==> src/rtl/axi_mm_patchkr_if.sv <==
// Generator-to-checker link: expected-word push channel plus the received valid/ready beat stream.
// Latency: none, wires only. Backpressure: chkr_fifo_full throttles pushes, rx_ready throttles beats.
interface axi_mm_patchkr_if #(
   parameter int DATA_WIDTH = 128
);
   logic [DATA_WIDTH-1:0] exp_din;
   logic                  exp_wr;
   logic                  chkr_fifo_full;
   logic [DATA_WIDTH-1:0] rx_data;
   logic                  rx_valid;
   logic                  rx_ready;

   modport master (
      output exp_din, exp_wr, rx_data, rx_valid,
      input  chkr_fifo_full, rx_ready
   );

   modport slave (
      input  exp_din, exp_wr, rx_data, rx_valid,
      output chkr_fifo_full, rx_ready
   );
endinterface

==> src/rtl/axi_mm_patchkr_top.sv <==
// Receive-side pattern checker: compares accepted beats with buffered expected words and reports a verdict.
// Latency: 1-cycle compare, test_done 2 edges after the last accept. Backpressure: rx_ready needs an expected word.

module axi_mm_patchkr_fifo #(
   parameter int W     = 128,
   parameter int DEPTH = 16
) (
   input  logic         clk,
   input  logic         rst,
   input  logic         push,
   input  logic [W-1:0] din,
   input  logic         pop,
   output logic [W-1:0] dout,
   output logic         empty,
   output logic         full
);
   localparam int AW = $clog2(DEPTH);

   logic [W-1:0]  mem [DEPTH];
   logic [AW-1:0] wr_ptr;
   logic [AW-1:0] rd_ptr;
   logic [AW:0]   count;
   logic          do_push;

   // full is judged on the pre-pop count, so a push against a full FIFO is dropped even when popping
   assign full    = (count == (AW+1)'(DEPTH));
   assign empty   = (count == '0);
   assign do_push = push && !full;
   assign dout    = mem[rd_ptr];

   always_ff @(posedge clk) begin
      if (do_push) begin
         mem[wr_ptr] <= din;
      end
   end

   always_ff @(posedge clk) begin
      if (rst) begin
         wr_ptr <= '0;
         rd_ptr <= '0;
         count  <= '0;
      end else begin
         if (do_push) begin
            wr_ptr <= wr_ptr + AW'(1);
         end
         if (pop) begin
            rd_ptr <= rd_ptr + AW'(1);
         end
         case ({do_push, pop})
            2'b10:   count <= count + (AW+1)'(1);
            2'b01:   count <= count - (AW+1)'(1);
            default: count <= count;
         endcase
      end
   end
endmodule

module axi_mm_patchkr_top #(
   parameter int DATA_WIDTH = 128,
   parameter int EXP_DEPTH  = 16
) (
   input  logic                 clk,
   input  logic                 rst,
   axi_mm_patchkr_if.slave      bus,
   input  logic                 chk_start,
   input  logic                 chk_stop,
   input  logic [7:0]           chk_cnt,
   output logic [15:0]          beat_cnt,
   output logic [15:0]          err_cnt,
   output logic [15:0]          first_err_idx,
   output logic                 exp_overflow,
   output logic                 test_done,
   output logic                 test_pass
);
   typedef enum logic [1:0] {IDLE, CHECK, FLUSH, DONE} state_t;

   state_t                state;
   state_t                state_nxt;
   logic [DATA_WIDTH-1:0] fifo_dout;
   logic                  fifo_empty;
   logic                  fifo_full;
   logic                  rx_ready_c;
   logic                  accept;
   logic                  cnt_hit;
   logic                  last_acc;
   logic                  start_ok;
   logic                  ovf_evt;
   logic [7:0]            acc_cnt;
   logic                  cmp_vld;
   logic                  cmp_mis;
   logic                  full_q;

   axi_mm_patchkr_fifo #(
      .W     (DATA_WIDTH),
      .DEPTH (EXP_DEPTH)
   ) u_exp_fifo (
      .clk   (clk),
      .rst   (rst),
      .push  (bus.exp_wr),
      .din   (bus.exp_din),
      .pop   (accept),
      .dout  (fifo_dout),
      .empty (fifo_empty),
      .full  (fifo_full)
   );

   assign cnt_hit  = (chk_cnt != 8'd0) && (acc_cnt == chk_cnt);
   assign accept   = bus.rx_valid && rx_ready_c;
   assign last_acc = accept && (chk_cnt != 8'd0) && ((acc_cnt + 8'd1) == chk_cnt);
   assign start_ok = chk_start && ((state == IDLE) || (state == DONE));
   assign ovf_evt  = bus.exp_wr && fifo_full;

   assign bus.rx_ready       = rx_ready_c;
   assign bus.chkr_fifo_full = full_q;

   always_ff @(posedge clk) begin
      if (rst) begin
         state <= IDLE;
      end else begin
         state <= state_nxt;
      end
   end

   always_comb begin
      state_nxt = state;
      case (state)
         IDLE:    if (chk_start) state_nxt = CHECK;
         CHECK:   if (chk_stop || last_acc) state_nxt = FLUSH;
         FLUSH:   state_nxt = DONE;
         DONE:    if (chk_start) state_nxt = CHECK;
         default: state_nxt = IDLE;
      endcase
   end

   always_comb begin
      rx_ready_c = 1'b0;
      if (state == CHECK) begin
         rx_ready_c = !fifo_empty && !chk_stop && !cnt_hit;
      end
   end

   always_ff @(posedge clk) begin
      if (rst) begin
         acc_cnt       <= '0;
         cmp_vld       <= 1'b0;
         cmp_mis       <= 1'b0;
         beat_cnt      <= '0;
         err_cnt       <= '0;
         first_err_idx <= '0;
         exp_overflow  <= 1'b0;
         full_q        <= 1'b0;
         test_done     <= 1'b0;
         test_pass     <= 1'b0;
      end else begin
         full_q       <= fifo_full;
         cmp_vld      <= accept;
         cmp_mis      <= (bus.rx_data != fifo_dout);
         exp_overflow <= (start_ok ? 1'b0 : exp_overflow) | ovf_evt;

         if (start_ok) begin
            acc_cnt       <= '0;
            beat_cnt      <= '0;
            err_cnt       <= '0;
            first_err_idx <= '0;
            test_done     <= 1'b0;
            test_pass     <= 1'b0;
         end else begin
            if (accept) begin
               acc_cnt <= acc_cnt + 8'd1;
            end
            if (cmp_vld) begin
               beat_cnt <= beat_cnt + 16'd1;
               if (cmp_mis) begin
                  if (err_cnt == 16'd0) begin
                     first_err_idx <= beat_cnt;
                  end
                  if (err_cnt != 16'hFFFF) begin
                     err_cnt <= err_cnt + 16'd1;
                  end
               end
            end
            // verdict is registered off DONE so it sees the counts after the flushed compare
            if (state == DONE) begin
               test_done <= 1'b1;
               test_pass <= (err_cnt == 16'd0) && !exp_overflow;
            end
         end
      end
   end
endmodule

==> src/flat_wrapper.sv <==
// flat-port wrapper written by rule: the top's interface ports become plain ports
module axi_mm_patchkr_top_flat 
#(
   parameter int DATA_WIDTH = 128,
   parameter int EXP_DEPTH  = 16
)
  (clk, rst, chk_start, chk_stop, chk_cnt, beat_cnt, err_cnt, first_err_idx, exp_overflow, test_done, test_pass, bus_exp_din, bus_exp_wr, bus_rx_data, bus_rx_valid, bus_chkr_fifo_full, bus_rx_ready);
  axi_mm_patchkr_if #(.DATA_WIDTH(DATA_WIDTH)) bus_i ();
  input  logic clk;
  input  logic rst;
  input  logic chk_start;
  input  logic chk_stop;
  input  logic [7:0] chk_cnt;
  output logic [15:0] beat_cnt;
  output logic [15:0] err_cnt;
  output logic [15:0] first_err_idx;
  output logic exp_overflow;
  output logic test_done;
  output logic test_pass;
  input wire logic [$bits(bus_i.exp_din)-1:0] bus_exp_din;
  input wire logic [$bits(bus_i.exp_wr)-1:0] bus_exp_wr;
  input wire logic [$bits(bus_i.rx_data)-1:0] bus_rx_data;
  input wire logic [$bits(bus_i.rx_valid)-1:0] bus_rx_valid;
  output wire logic [$bits(bus_i.chkr_fifo_full)-1:0] bus_chkr_fifo_full;
  output wire logic [$bits(bus_i.rx_ready)-1:0] bus_rx_ready;
  assign bus_i.exp_din = bus_exp_din;
  assign bus_i.exp_wr = bus_exp_wr;
  assign bus_i.rx_data = bus_rx_data;
  assign bus_i.rx_valid = bus_rx_valid;
  assign bus_chkr_fifo_full = bus_i.chkr_fifo_full;
  assign bus_rx_ready = bus_i.rx_ready;
  axi_mm_patchkr_top #(.DATA_WIDTH(DATA_WIDTH), .EXP_DEPTH(EXP_DEPTH)) u_core (.clk(clk), .rst(rst), .bus(bus_i), .chk_start(chk_start), .chk_stop(chk_stop), .chk_cnt(chk_cnt), .beat_cnt(beat_cnt), .err_cnt(err_cnt), .first_err_idx(first_err_idx), .exp_overflow(exp_overflow), .test_done(test_done), .test_pass(test_pass));
endmodule
==> config.mk <==
export PLATFORM = sky130hd
export DESIGN_NAME = axi_mm_patchkr_top_flat
export DESIGN_NICKNAME = d
export VERILOG_FILES = /design/src/rtl/axi_mm_patchkr_if.sv /design/src/rtl/axi_mm_patchkr_top.sv /design/src/flat_wrapper.sv
export SDC_FILE = /design/constraint.sdc
export NUM_CORES = 2
export LEC_CHECK = 0
export BUFFER_PORTS_ARGS = -buffer_cell sky130_fd_sc_hd__buf_2
export CAP_MARGIN = 25
export CORE_ASPECT_RATIO = 2
export CORE_MARGIN = 5
export CORE_UTILIZATION = 55
export DETAILED_ROUTE_END_ITERATION = 8
export PLACE_DENSITY = 0.76
export SYNTH_ARGS = -nofsm -noshare
export SYNTH_HDL_FRONTEND = slang
export SYNTH_SLANG_ARGS = --single-unit
==> constraint.sdc <==
create_clock -name clk -period 13 [get_ports clk]
set_clock_uncertainty 0.2 [all_clocks]
set_input_delay 1.3 -clock clk [delete_from_list [all_inputs] [get_ports clk]]
set_output_delay 1.3 -clock clk [all_outputs]
set_load 0.01 [all_outputs]
==> impl_summary.md <==
Finish
The signed area change from the synthesized netlist to the final layout is 11.4%. In the final layout, the share of cells above drive strength 1 is 24.5%. The layout net count is 4862. Measured on the finished design, the core utilization comes to 61.6%.

Pwr
Sequential cells account for 55.6% of the total power. The power per cell area is 147 nW/µm². The cell-internal power is 10.8 mW.

The relative contribution of the clock network to total power is 38.9%. The reported net switching power is 2.91 mW. The combinational cell fraction of total power is 5.4%. The maximum VDD drop is 0.107 mV.

The switching part of the total power is 21.2%. For this design the static power due to leakage is 29.4 nW. After layout, the design draws a total of 13.7 mW.

Synth
In this run, distinct cell masters in the synthesized netlist total 75. The number of warnings printed during yosys synthesis is 0. The fraction of synthesis flops using an asynchronous set or reset pin is 0%. Counting flops and latches in the post-synthesis netlist gives 2129. The most common cell in the synthesized netlist is sky130_fd_sc_hd__edfxtp_1.

Of the post-synthesis cell area, the dominant cell type holds 73.3%. The cell count after synthesis is 4187. Sorting the synthesized cells by how often they occur yields 2048 x sky130_fd_sc_hd__edfxtp_1, 419 x sky130_fd_sc_hd__mux4_2, 265 x sky130_fd_sc_hd__mux2i_1.

The net count after synthesis is 4473. Sequential elements use 75.2% of the synthesized area. The number of flops mapped to enable cells by yosys is 2048. Among all flip-flop cells after synthesis, the most frequent one is sky130_fd_sc_hd__edfxtp_1. sky130_fd_sc_hd__edfxtp_1 takes more of the synthesized area than any other cell. The average instance in the mapped netlist occupies 20.0 µm².

Sorting the synthesized cells by area gives the leading types as sky130_fd_sc_hd__edfxtp_1 73%, sky130_fd_sc_hd__mux4_2 11%, sky130_fd_sc_hd__mux2i_1 3.2%. The mapped netlist covers 83900 µm².

Worst setup path
Across all register-to-register paths, the minimum setup slack is 6.17 ns. The startpoint kind of the worst setup timing path is a register. The required time reported for the critical path endpoint is 13.46 ns. The worst setup path is of the register to register kind.

The data arrival time at the worst-slack endpoint is 7.30 ns. Of all nets on the critical path, the largest fanout is 59. The endpoint kind of the worst setup timing path is a register.

Clock tree
The H-tree depth is 4. The TritonCTS buffer count is 181. In this run, post-CTS hold repair placed 0 buffers. The register clock-pin slew on the reported worst setup and hold paths is 0.07 ns.

The number of buffers inserted to repair setup after CTS is 0. The latest clock arrival within the worst-skew pair is 0.84 ns. The number of sinks driven by the clock tree is 2129. The maximum clock insertion buffer count is 4. The master cell of the clock root buffer is sky130_fd_sc_hd__clkbuf_16. After clock tree synthesis, the repair step resized 0 gates. TritonCTS built the clock tree.

Global routing
The first global-routing pass estimated 322 mm of wire. The initial antenna violation count was 65. The number of global-route vias before repair is 44356. In the global route stage, overall resource usage came out at 27.9%. The maximum number of pins on one net before global-route repair is 132. The total overflow left after global routing is 0.

Drt
The DRC violation total after the first TritonRoute iteration is 5892. The final routed DRC violation total is 0. Once detail routing completed, the nets flagged for antenna violations numbered 0. After detailed routing, the number of vias per cell comes to 6.65. The detailed-route via count is 44433. The average wire per standard cell is 34.1 µm. For this block, the routed nets add up to 228 mm of wire. The first detailed-routing pass took 6 iterations.

Timing
In the finished design, the share of the clock period the worst path needs comes to 52.6%. The normalized max-slew margin is 22.5%. The post-route minimum period is 6.83 ns.

Setup repair after global routing left no endpoint under its margin. The final-report setup violation count is 0. At the pin with the least slew margin, the transition time is 1.15 ns. The final count of hold timing violations is 0. The final max-slew violation count is 0. Setup total negative slack on the finished layout was measured at 0 ns. The maximum achievable frequency is 146 MHz.

Die
The starting density of the core is 55.3%. The horizontal die dimension is 286 µm. The core outline area is 152000 µm². The number of rows created at floorplan is 202.

The full die area is 161000 µm². The height of the die is 562 µm. The number of top-level pins is 323.

Run
The max-capacitance violation count is 0.

Placed design
Summed over all nets, the half-perimeter wirelength after detailed placement is 136 mm. The routability congestion estimate from global placement is 0.935. Input and output buffers added on the ports amount to 322.

Outcome
The run finished with clean final reports.

Min path
The worst hold path belongs to the class register to register.
[worst max-delay path, cell delays in order, from the launching register on]
cell,delay [ns]
sky130_fd_sc_hd__dfxtp_4,0.60
sky130_fd_sc_hd__buf_4,0.82
sky130_fd_sc_hd__buf_4,0.83
sky130_fd_sc_hd__buf_4,0.56
sky130_fd_sc_hd__mux2i_1,0.15
sky130_fd_sc_hd__a22oi_1,0.21
sky130_fd_sc_hd__o21ai_0,0.25
sky130_fd_sc_hd__a221oi_1,0.58
sky130_fd_sc_hd__a21oi_1,0.23
sky130_fd_sc_hd__nor3_2,0.86
sky130_fd_sc_hd__nand4_1,0.58
sky130_fd_sc_hd__nor4bb_1,0.45
sky130_fd_sc_hd__a41oi_1,0.19
[layout make-up]
| class | count | area [µm²] |
|---|---|---|
| inverter | 31 | 125 |
| sequential | 2129 | 63100 |
| clock buffer | 215 | 4740 |
| timing repair buffer | 413 | 2420 |
| fill | 10289 | 58200 |
| clock inverter | 101 | 961 |
| antenna | 33 | 82.6 |
| tap | 1938 | 2420 |
| multi-input combinational | 1820 | 19500 |
[through the flow]
step	instance area [µm²]	hold WS [ns]	setup WS, ns	instances
finish	93400	0.283	6.17	6680
global route	93400	0.318	6.10	6656
CTS	93300	0.292	6.34	6647
detailed placement	87600	0.275	6.37	6331
global placement	87600	0.247	5.84	6326
floorplan	83900	0.255	1.54	4187
[cell usage in the layout (no fill, tap or decap), drive strengths merged, types with 14 or more instances in the layout]
cell,count
a21oi,66
nand2,157
xor2,103
nand3,15
dfxtp,81
mux4,419
buf,413
a221oi,37
edfxtp,2048
nand4,28
mux2i,265
o22ai,35
and3,26
nor4,19
nor3,27
diode,33
o21ai,84
clkinv,70
a31oi,22
ha,15
xnor2,121
nand2b,14
clkbuf,215
a22oi,53
mux2,27
bufinv,17
inv,35
nor2,156
[worst paths after layout]
kind / start / endpoint / cells after the start
setup / recovery: register / u_core.cmp_mis$_SDFF_PP0_ / 12
hold / removal: u_core.test_done$_SDFFE_PP0N_ / u_core.test_done$_SDFFE_PP0N_ / 2
setup reg to reg: register / u_core.cmp_mis$_SDFF_PP0_ / 12
hold reg to reg: u_core.test_done$_SDFFE_PP0N_ / u_core.test_done$_SDFFE_PP0N_ / 2
[power groups by stage]
stage               clock [mW]  combinational (mW)  sequential [mW]
global route              5.66               0.781             7.63
finish                    5.34               0.743             7.63
global placement             0               0.722             7.77
detailed placement           0               0.739             7.78
floorplan                    0               0.388             7.79
CTS                       5.39               0.743             7.63
[sequential cells by signal (all words and copies together), names as in the netlist, 2 cells and up, named ones only]
name / flops
u_core.acc_cnt: 8
u_core.beat_cnt: 16
u_core.err_cnt: 16
u_core.first_err_idx: 16
u_core.state: 2
u_core.u_exp_fifo.count: 5
u_core.u_exp_fifo.mem: 2048
u_core.u_exp_fifo.rd_ptr: 4
u_core.u_exp_fifo.wr_ptr: 4
[routing by layer]
layer	up-vias	routed length, µm	GRT usage (%)
li1	17866	-	-
met1	23006	76800	35.1
met2	2861	112000	45.9
met3	652	21900	5.08
met4	48	16200	16.1
met5	-	294	0
[cells by family (layout without fill, tap and decap cells)]
family | after synthesis | after routing | synth area share (%)
simple gates | 487 | 487 | 2.70
flops | 2129 | 2129 | 75.2
other cells | 0 | 33 | 0
buf+inv | 238 | 760 | 1.65
fa+ha+maj | 16 | 16 | 0.248
compound gates | 382 | 382 | 3.04
mux | 711 | 711 | 14.8
xor+xnor | 224 | 224 | 2.34
Note: power is estimated with default switching activity, not from simulation.
